`src/rtl/pcie_refclk_monitor.sv`:
```
// PCIe reference clock buffer enable and frequency monitor: counts divided refclk edges
// per clk_125 window and qualifies refclk_ok with lock/loss hysteresis.
module pcie_refclk_monitor #(
  parameter int WINDOW    = 1024,
  parameter int CNT_W     = 16,
  parameter int EXP_MIN   = 48,
  parameter int EXP_MAX   = 54,
  parameter int LOCK_GOOD = 4,
  parameter int LOSS_BAD  = 2
) (
  input  logic             clk_125,
  input  logic             rst,
  input  logic             enable,
  input  logic             refclk_div,
  output logic             refck_pwdnb,
  output logic             refclk_ok,
  output logic             meas_valid,
  output logic [CNT_W-1:0] meas_count,
  output logic             lol_pulse
);
  localparam int WIN_W  = $clog2(WINDOW);
  localparam int GOOD_W = $clog2(LOCK_GOOD + 1);
  localparam int BAD_W  = $clog2(LOSS_BAD + 1);

  // state   | meaning
  // OFF     | buffer powered down, counters held at zero
  // SETTLE  | buffer powered, first window reported but ignored for lock
  // ACQUIRE | counting consecutive good windows toward lock
  // LOCKED  | refclk_ok high, counting consecutive bad windows toward loss
  typedef enum logic [1:0] {OFF, SETTLE, ACQUIRE, LOCKED} state_t;

  state_t            state, state_nxt;
  logic              sync1, sync2, sync_prev, edge_det;
  logic [WIN_W-1:0]  win_cnt;
  logic [CNT_W-1:0]  edge_cnt, cnt_final;
  logic [GOOD_W-1:0] good_run, good_nxt;
  logic [BAD_W-1:0]  bad_run, bad_nxt;
  logic              ok_nxt, lol_nxt, valid_nxt, terminal, win_good;

  assign refck_pwdnb = (state != OFF);
  assign terminal    = (win_cnt == WIN_W'(WINDOW - 1));
  // Edge seen in the terminal cycle still belongs to the closing window.
  assign cnt_final   = (edge_det && (edge_cnt != '1)) ? edge_cnt + CNT_W'(1) : edge_cnt;
  assign win_good    = (cnt_final >= CNT_W'(EXP_MIN)) && (cnt_final <= CNT_W'(EXP_MAX));

  always_comb begin
    state_nxt = state;
    good_nxt  = good_run;
    bad_nxt   = bad_run;
    ok_nxt    = refclk_ok;
    lol_nxt   = 1'b0;
    valid_nxt = 1'b0;
    if (!enable) begin
      state_nxt = OFF;
      ok_nxt    = 1'b0;
      good_nxt  = '0;
      bad_nxt   = '0;
    end else begin
      case (state)
        OFF: state_nxt = SETTLE;
        SETTLE: begin
          if (terminal) begin
            valid_nxt = 1'b1;
            state_nxt = ACQUIRE;
          end
        end
        ACQUIRE: begin
          if (terminal) begin
            valid_nxt = 1'b1;
            if (!win_good) begin
              good_nxt = '0;
            end else if (good_run >= GOOD_W'(LOCK_GOOD - 1)) begin
              good_nxt  = GOOD_W'(LOCK_GOOD);
              bad_nxt   = '0;
              ok_nxt    = 1'b1;
              state_nxt = LOCKED;
            end else begin
              good_nxt = good_run + GOOD_W'(1);
            end
          end
        end
        LOCKED: begin
          if (terminal) begin
            valid_nxt = 1'b1;
            if (win_good) begin
              bad_nxt = '0;
            end else if (bad_run >= BAD_W'(LOSS_BAD - 1)) begin
              good_nxt  = '0;
              bad_nxt   = '0;
              ok_nxt    = 1'b0;
              lol_nxt   = 1'b1;
              state_nxt = ACQUIRE;
            end else begin
              bad_nxt = bad_run + BAD_W'(1);
            end
          end
        end
        default: state_nxt = OFF;
      endcase
    end
  end

  always_ff @(posedge clk_125) begin
    if (rst) begin
      sync1      <= 1'b0;
      sync2      <= 1'b0;
      sync_prev  <= 1'b0;
      edge_det   <= 1'b0;
      state      <= OFF;
      win_cnt    <= '0;
      edge_cnt   <= '0;
      good_run   <= '0;
      bad_run    <= '0;
      refclk_ok  <= 1'b0;
      meas_valid <= 1'b0;
      meas_count <= '0;
      lol_pulse  <= 1'b0;
    end else begin
      sync1      <= refclk_div;
      sync2      <= sync1;
      sync_prev  <= sync2;
      edge_det   <= sync2 & ~sync_prev;
      state      <= state_nxt;
      good_run   <= good_nxt;
      bad_run    <= bad_nxt;
      refclk_ok  <= ok_nxt;
      meas_valid <= valid_nxt;
      lol_pulse  <= lol_nxt;
      if (valid_nxt) meas_count <= cnt_final;
      if (!enable || (state == OFF)) begin
        win_cnt  <= '0;
        edge_cnt <= '0;
      end else begin
        win_cnt  <= win_cnt + WIN_W'(1);
        edge_cnt <= terminal ? '0 : cnt_final;
      end
    end
  end
endmodule

```
`config.mk`:
```
export PLATFORM = sky130hd
export DESIGN_NAME = pcie_refclk_monitor
export DESIGN_NICKNAME = d
export VERILOG_FILES = /design/src/rtl/pcie_refclk_monitor.sv
export SDC_FILE = /design/constraint.sdc
export NUM_CORES = 1
export LEC_CHECK = 0
export BUFFER_PORTS_ARGS = -buffer_cell sky130_fd_sc_hd__buf_2
export CAP_MARGIN = 0
export CORE_AREA = 10 10 82 84
export DETAILED_ROUTE_END_ITERATION = 12
export DIE_AREA = 0 0 92 94
export GPL_TIMING_DRIVEN = 0
export PLACE_DENSITY = 0.72
export SLEW_MARGIN = 25
export SYNTH_ARGS = -nofsm -noshare
export SYNTH_HDL_FRONTEND = slang
export SYNTH_SLANG_ARGS = --single-unit
```
`constraint.sdc`:
```
create_clock -name clk_125 -period 4.5 [get_ports clk_125]
set_input_delay 0.45 -clock clk_125 [delete_from_list [all_inputs] [get_ports clk_125]]
set_output_delay 0.45 -clock clk_125 [all_outputs]
set_load 0.05 [all_outputs]
```
==> flow_summary.yaml, run 1 <==
pwr:
  max-vdd-ir-drop_uv: 200
  intPower_mw: 0.619
  swShare_pct: 23.4
  switching_power_mw: 0.189
  pwr-share-comb_pct: 2.7
  p_clk_share_pct: 35.6
  pwr-share-seq_pct: 61.7
  p_leak_nw: 1.16
  powerDensity_nw_per_um2: 269
  totalPowerFinal_mw: 0.809
timing:
  finalSetupViolCount: 0
  setup_tns_ps: 0
  layout_min_cycle_time_ps: 3140
  clock.fmax_mhz: 319
  worst_pin_slew_ps: 758
  final_max_slew_viol_count: 0
  period_share_pct: 69.8
  hold_violations: 0
  fin_skew_ps: 10.6
  rsz0062_at_grt: "no"
  relSlewSlack_pct: 48.9
setup_path:
  endpoint: "refclk_ok"
  critPathMaxFanout: 8
  path_class: "reg -> reg"
  r2r-start: "edge_cnt[0]"
  cp-end-kind: "register"
  r2r-end: "refclk_ok"
  crit_start: "edge_cnt[0]"
  reg2reg_slack_ps: 1360
  arrival_ps: 3340
  r2r_cells: 10
  required_ps: 4700
  cp-start-kind: "register"
synth:
  yosysUniqueCellTypes: 49
  syn_area_um2: 2710
  ys_seq_area_share_pct: 41.4
  synthArstFlopShare_pct: 0
  avgSynthCellArea_um2: 8.63
  synth_area_leader_cell: "dfxtp_1"
  ys_ff_latch: 56
  syn-num-nets: 324
  yosys_warnings: 0
  synth_edf_count: 0
  synth.area.top_cells: "dfxtp_1, nor2_1, a22oi_1"
  ys.flop_type: "dfxtp_1"
  yosysTopAreaCellShare_pct: 41.4
  synth_cells: 314
clocking:
  ctsHoldBuffers: 0
  cts_root_buffer: "clkbuf_8"
  htreeDepth: 2
  clkSinkCount: 56
  clk_latency_ps: 320
  cts_buffers: 5
  clk_path_buf_depth: 2
  clkTransAtPathRegs_ps: 100
  post_cts_buffers: 0
  ctsResizeCount: 0
  cts_tree: "done"
finish:
  area_growth_pct: 11.0
  antenna_cells: 0
  multi_input_area_um2: 1460
  finalNonFillerCells: 415
  final_nets: 354
  seqCellArea_um2: 1120
  fillers: 481
  drive_above_1_share_pct: 12.8
die:
  io_pins: 24
  die_x_um: 92
  die_y_um: 94
  initial_utilization_pct: 53.4
  row_count: 26
  coreArea_um2: 5070
  dieArea_um2: 8650
placed_design:
  dp_hpwl_um: 4330
  gp_congestion: 0.933
  dp_cells: 407
  port-buffer-count: 23
route:
  drc: 0
  vias: 2308
  dr.pass1.iters: 4
  drtIter0Drc: 151
  post_drt_wl_per_cell_um: 14.1
  avgViaCountPerCell: 5.56
  routed_wl_um: 5850
  postRouteAntennaNets: 0
run_status:
  status: "finished, final reports clean"
grt:
  grt_pass1_wl_um: 10300
  grt_antenna_before_repair: 0
  grt_overflow: 0
  grt_max_degree: 20
  grtUsageTotal_pct: 14.3
  grt_pass1_vias: 2117
flow_run:
  cap_violations: 0
worst_hold_path:
  hp-class: "in -> reg"
==> cells in the final DEF, fill, tap and decap left out, types with 3 or more instances in the layout <==
master and n:
inv_1 12, o21ai_0 9, nor4_1 7, xnor2_1 8, o31ai_1 3, nand2_1 14
mux2i_1 3, xor2_1 9, ha_1 6, clkbuf_8 5, nand2b_1 16, dfxtp_1 56
buf_2 27, nor3_1 6, and3_1 8, nor2_1 36, clkbuf_1 16, nand4_1 10
nand3_1 21, nor2b_1 6, a21oi_1 9, a22oi_1 14, a22o_1 4, o211ai_1 3
and2_1 5
==> layer usage <==
layer / track usage, % / share of wire (%) / vias to the layer above
li1: - / - / 1179
met1: 19.8 / 49 / 1059
met2: 20.8 / 43 / 61
met3: 3.92 / 6.7 / 9
met4: 4.88 / 1.6 / 0
met5: 0 / 0 / -
==> area by class of cell <==
type,instances,area share [%]
inverters,12,1.50
multi-input cells,226,48.6
clock buffers,5,2.29
clock inverters,3,0.915
flip-flops and latches,56,37.3
plain buffers,20,2.66
repair buffers,23,3.83
well taps,70,2.91
==> worst min path at each step <==
stage / from / end / slack, ps / cells past startpoint
floorplan: sync_prev / edge_det / 370 / 1
global placement: sync_prev / edge_det / 370 / 1
detailed placement: sync_prev / edge_det / 380 / 1
CTS: refclk_div / sync1 / 340 / 2
global route: refclk_div / sync1 / 380 / 2
finish: refclk_div / sync1 / 350 / 2
==> worst max-delay path, cell delays in order (launching register included) <==
cell	delay, ps
dfxtp_1	430
ha_1	170
clkbuf_1	290
nand4_1	320
o41ai_2	770
a31oi_1	200
o211ai_2	230
nor4_4	90
nor3b_4	200
o31ai_1	240
a21oi_1	90
==> sequential cells by signal (all words and copies together) (netlist names) <==
signal and count:
sync2 1, win_cnt 10, refclk_ok 1, edge_cnt 16, state 2, meas_count 16, lol_pulse 1, sync1 1
good_run 3, sync_prev 1, bad_run 2, edge_det 1, meas_valid 1
==> logic make-up (layout without fill, tap and decap cells) <==
| group | Yosys count | in the layout | synth area share (%) |
|---|---|---|---|
| XOR/XNOR | 17 | 17 | 5.50 |
| multiplexers | 4 | 4 | 1.52 |
| buffers and inverters | 32 | 63 | 4.62 |
| AND/OR/NAND/NOR | 140 | 140 | 28.7 |
| AO/OA/AOI/OAI | 59 | 59 | 15.5 |
| adder cells (fa/ha/maj) | 6 | 6 | 2.77 |
| flip-flops | 56 | 56 | 41.4 |
==> synthesized netlist by cell type, types with 9 or more instances <==
master / number
a21oi_1: 9
a22oi_1: 14
clkbuf_1: 16
dfxtp_1: 56
inv_1: 12
nand2_1: 14
nand2b_1: 16
nand3_1: 21
nand4_1: 10
nor2_1: 36
o21ai_0: 9
xor2_1: 9
==> through the flow <==
stage / util (%) / setup WS [ps] / hold WS, ps / instance area [um2]
4_1_cts: 59.3 / 1380 / 345 / 3010
2_1_floorplan: - / 1920 / 367 / 2710
3_5_place_dp: 57.4 / 1410 / 378 / 2910
6_report: 59.3 / 1360 / 354 / 3010
5_1_grt: 59.3 / 1140 / 382 / 3010
3_3_place_gp: 57.4 / 1440 / 371 / 2910
==> power by group through the flow <==
stage	registers, mW	logic (mW)	clock network [mW]
floorplan	0.510	0.0149	0
global placement	0.510	0.0214	0
detailed placement	0.510	0.0218	0
CTS	0.499	0.0218	0.301
global route	0.499	0.0242	0.318
finish	0.499	0.0217	0.288
(Power assumes the default switching activity.)
==> run 2, diff against run 1 <==
--- a/config.mk
+++ b/config.mk
@@ -7,11 +7,11 @@
 export LEC_CHECK = 0
 export BUFFER_PORTS_ARGS = -buffer_cell sky130_fd_sc_hd__buf_2
 export CAP_MARGIN = 0
-export CORE_AREA = 10 10 82 84
+export CORE_AREA = 10 10 83 85
 export DETAILED_ROUTE_END_ITERATION = 12
-export DIE_AREA = 0 0 92 94
+export DIE_AREA = 0 0 93 95
 export GPL_TIMING_DRIVEN = 0
-export PLACE_DENSITY = 0.72
+export PLACE_DENSITY = 0.73
 export SLEW_MARGIN = 25
 export SYNTH_ARGS = -nofsm -noshare
 export SYNTH_HDL_FRONTEND = slang
==> constraint.sdc (replaced) <==
create_clock -name clk_125 -period 2.8 [get_ports clk_125]
set_input_delay 0.28 -clock clk_125 [delete_from_list [all_inputs] [get_ports clk_125]]
set_output_delay 0.28 -clock clk_125 [all_outputs]
set_load 0.05 [all_outputs]
==> run 2 against run 1 <==
Sequential share of layout area fell by 1.1 points. First-iteration DRC count rose by 23%. Flip-flop and latch count did not move. Critical endpoint is now bad_run[1]. Highest routed layer unchanged. Core utilization fell by 1.0 points. Clock skew rose by 3.4 ps. Non-clock buffer count rose by 3. Global-route usage barely moved. Clock power rose by 52%. Final area rose by 3.4%. Combinational power rose by 64%. Routed wire length rose by 6.4%. Count of clock-buffer cells in the layout rose by 1.
==> flow_summary.yaml, run 2 (synthesis gave the netlist of run 1 again) <==
grt:
  grt_antenna_before_repair: 0
  grt_pass1_vias: 2256
  grt_pass1_wl_um: 10400
  grtUsageTotal_pct: 14.3
  grt_overflow: 0
  grt_max_degree: 18
placed_design:
  dp_hpwl_um: 4460
  port-buffer-count: 23
  gp_congestion: 0.923
  placedInstanceArea_um2: 2910
setup_path:
  path_class: "reg -> reg"
  required_ps: 3010
  cp-end-kind: "register"
  cp-start-kind: "register"
  critPathMaxFanout: 8
  arrival_ps: 2770
timing:
  layout_min_cycle_time_ps: 2560
  rsz0062_at_grt: "no"
  fin_skew_ps: 13.9
  final_max_slew_viol_count: 0
  worst_pin_slew_ps: 595
  clock.fmax_mhz: 391
  finalSetupViolCount: 0
  period_share_pct: 91.4
  setup_tns_ps: 0
  relSlewSlack_pct: 60.1
  hold_violations: 0
clocking:
  clk_latency_ps: 310
  cts_buffers: 5
  htreeDepth: 2
  cts_root_buffer: "clkbuf_8"
  clkSinkCount: 56
  cts_tree: "done"
  ctsHoldBuffers: 0
  clkTransAtPathRegs_ps: 100
  clk_path_buf_depth: 2
route:
  drtIter0Drc: 185
  vias: 2354
  dr.pass1.iters: 4
  routed_wl_um: 6220
  post_drt_wl_per_cell_um: 14.8
  avgViaCountPerCell: 5.60
  postRouteAntennaNets: 0
  drc: 0
die:
  io_pins: 24
  die_y_um: 95
  die_x_um: 93
  dieArea_um2: 8840
  row_count: 27
  initial_utilization_pct: 50.8
  coreArea_um2: 5340
pwr:
  powerDensity_nw_per_um2: 410
  p_leak_nw: 1.21
  max-vdd-ir-drop_uv: 283
  totalPowerFinal_mw: 1.27
worst_hold_path:
  hp-class: "in -> reg"
finish:
  mostFrequentLayoutCells: "dfxtp_1, nor2_1, buf_2, nand3_1, nand2b_1"
  drive_above_1_share_pct: 17.0
  area_growth_pct: 14.8
  reg.largest.list: "edge_cnt: 16 flops, meas_count: 16 flops, win_cnt: 10 flops"
  final_nets: 357
  fillers: 499
  utilization_pct: 58.3
  antenna_cells: 0
  layout_commonest_cell: "dfxtp_1"
  final_cell_area_um2: 3110
run_status:
  status: "finished, final reports clean"
flow_run:
  cap_violations: 0
[run 2: repair_timing]
item                                    CTS  global route
buffers inserted                          3             4
gates resized for setup                   5            11
pin swaps                                 1             2
hold endpoints to repair                  0             0
gates cloned                              0             0
endpoints found under the setup margin    8            18
[run 2: path summary, 6_finish.rpt]
| kind | startpoint | endpoint | slack, ps | depth (start not counted) |
|---|---|---|---|---|
| min | refclk_div | sync1 | 190 | 2 |
| max reg2reg | edge_cnt[1] | bad_run[1] | 240 | 9 |
| min reg2reg | sync_prev | edge_det | 400 | 1 |
| max | edge_cnt[1] | bad_run[1] | 240 | 9 |
[run 2: through the flow]
step                std cells  hold slack (ps)  setup slack, ps
finish                    420              186              242
global route              420              219             25.1
CTS                       418              177             21.7
detailed placement        409              381             -324
global placement          409              371             -288
floorplan                 314              367              216
[run 2: area by class of cell]
cell class,count,area [um2],area share [%]
buffer,16,67.6,2.17
clock buffer,6,72.6,2.33
clock inverter,2,13.8,0.443
inverter,12,45.0,1.45
multi-input combinational,226,1530,49.2
sequential,56,1120,36.1
tap,72,90.1,2.90
timing repair buffer,30,168,5.39
[run 2: metal layers]
layer	global-route usage, %	vias up	part of all wire (%)
met5	0	-	0
met4	5.91	0	2.2
met3	3.41	14	4.9
met2	22.0	65	44
met1	18.8	1088	49
li1	-	1187	-
[run 2: power breakdown]
part	internal [mW]	switching (mW)
Clock	0.179	0.259
Combinational	0.0124	0.0232
Sequential	0.799	0.00252
Total	0.991	0.284
[run 2: critical path, cell delays in order, from the launching register on]
cell	delay, ps
dfxtp_1	450
ha_4	220
nand4_1	190
o41ai_4	440
nand3_1	220
nor4_4	340
nor3b_4	280
buf_4	170
nand2b_1	100
a21oi_1	60
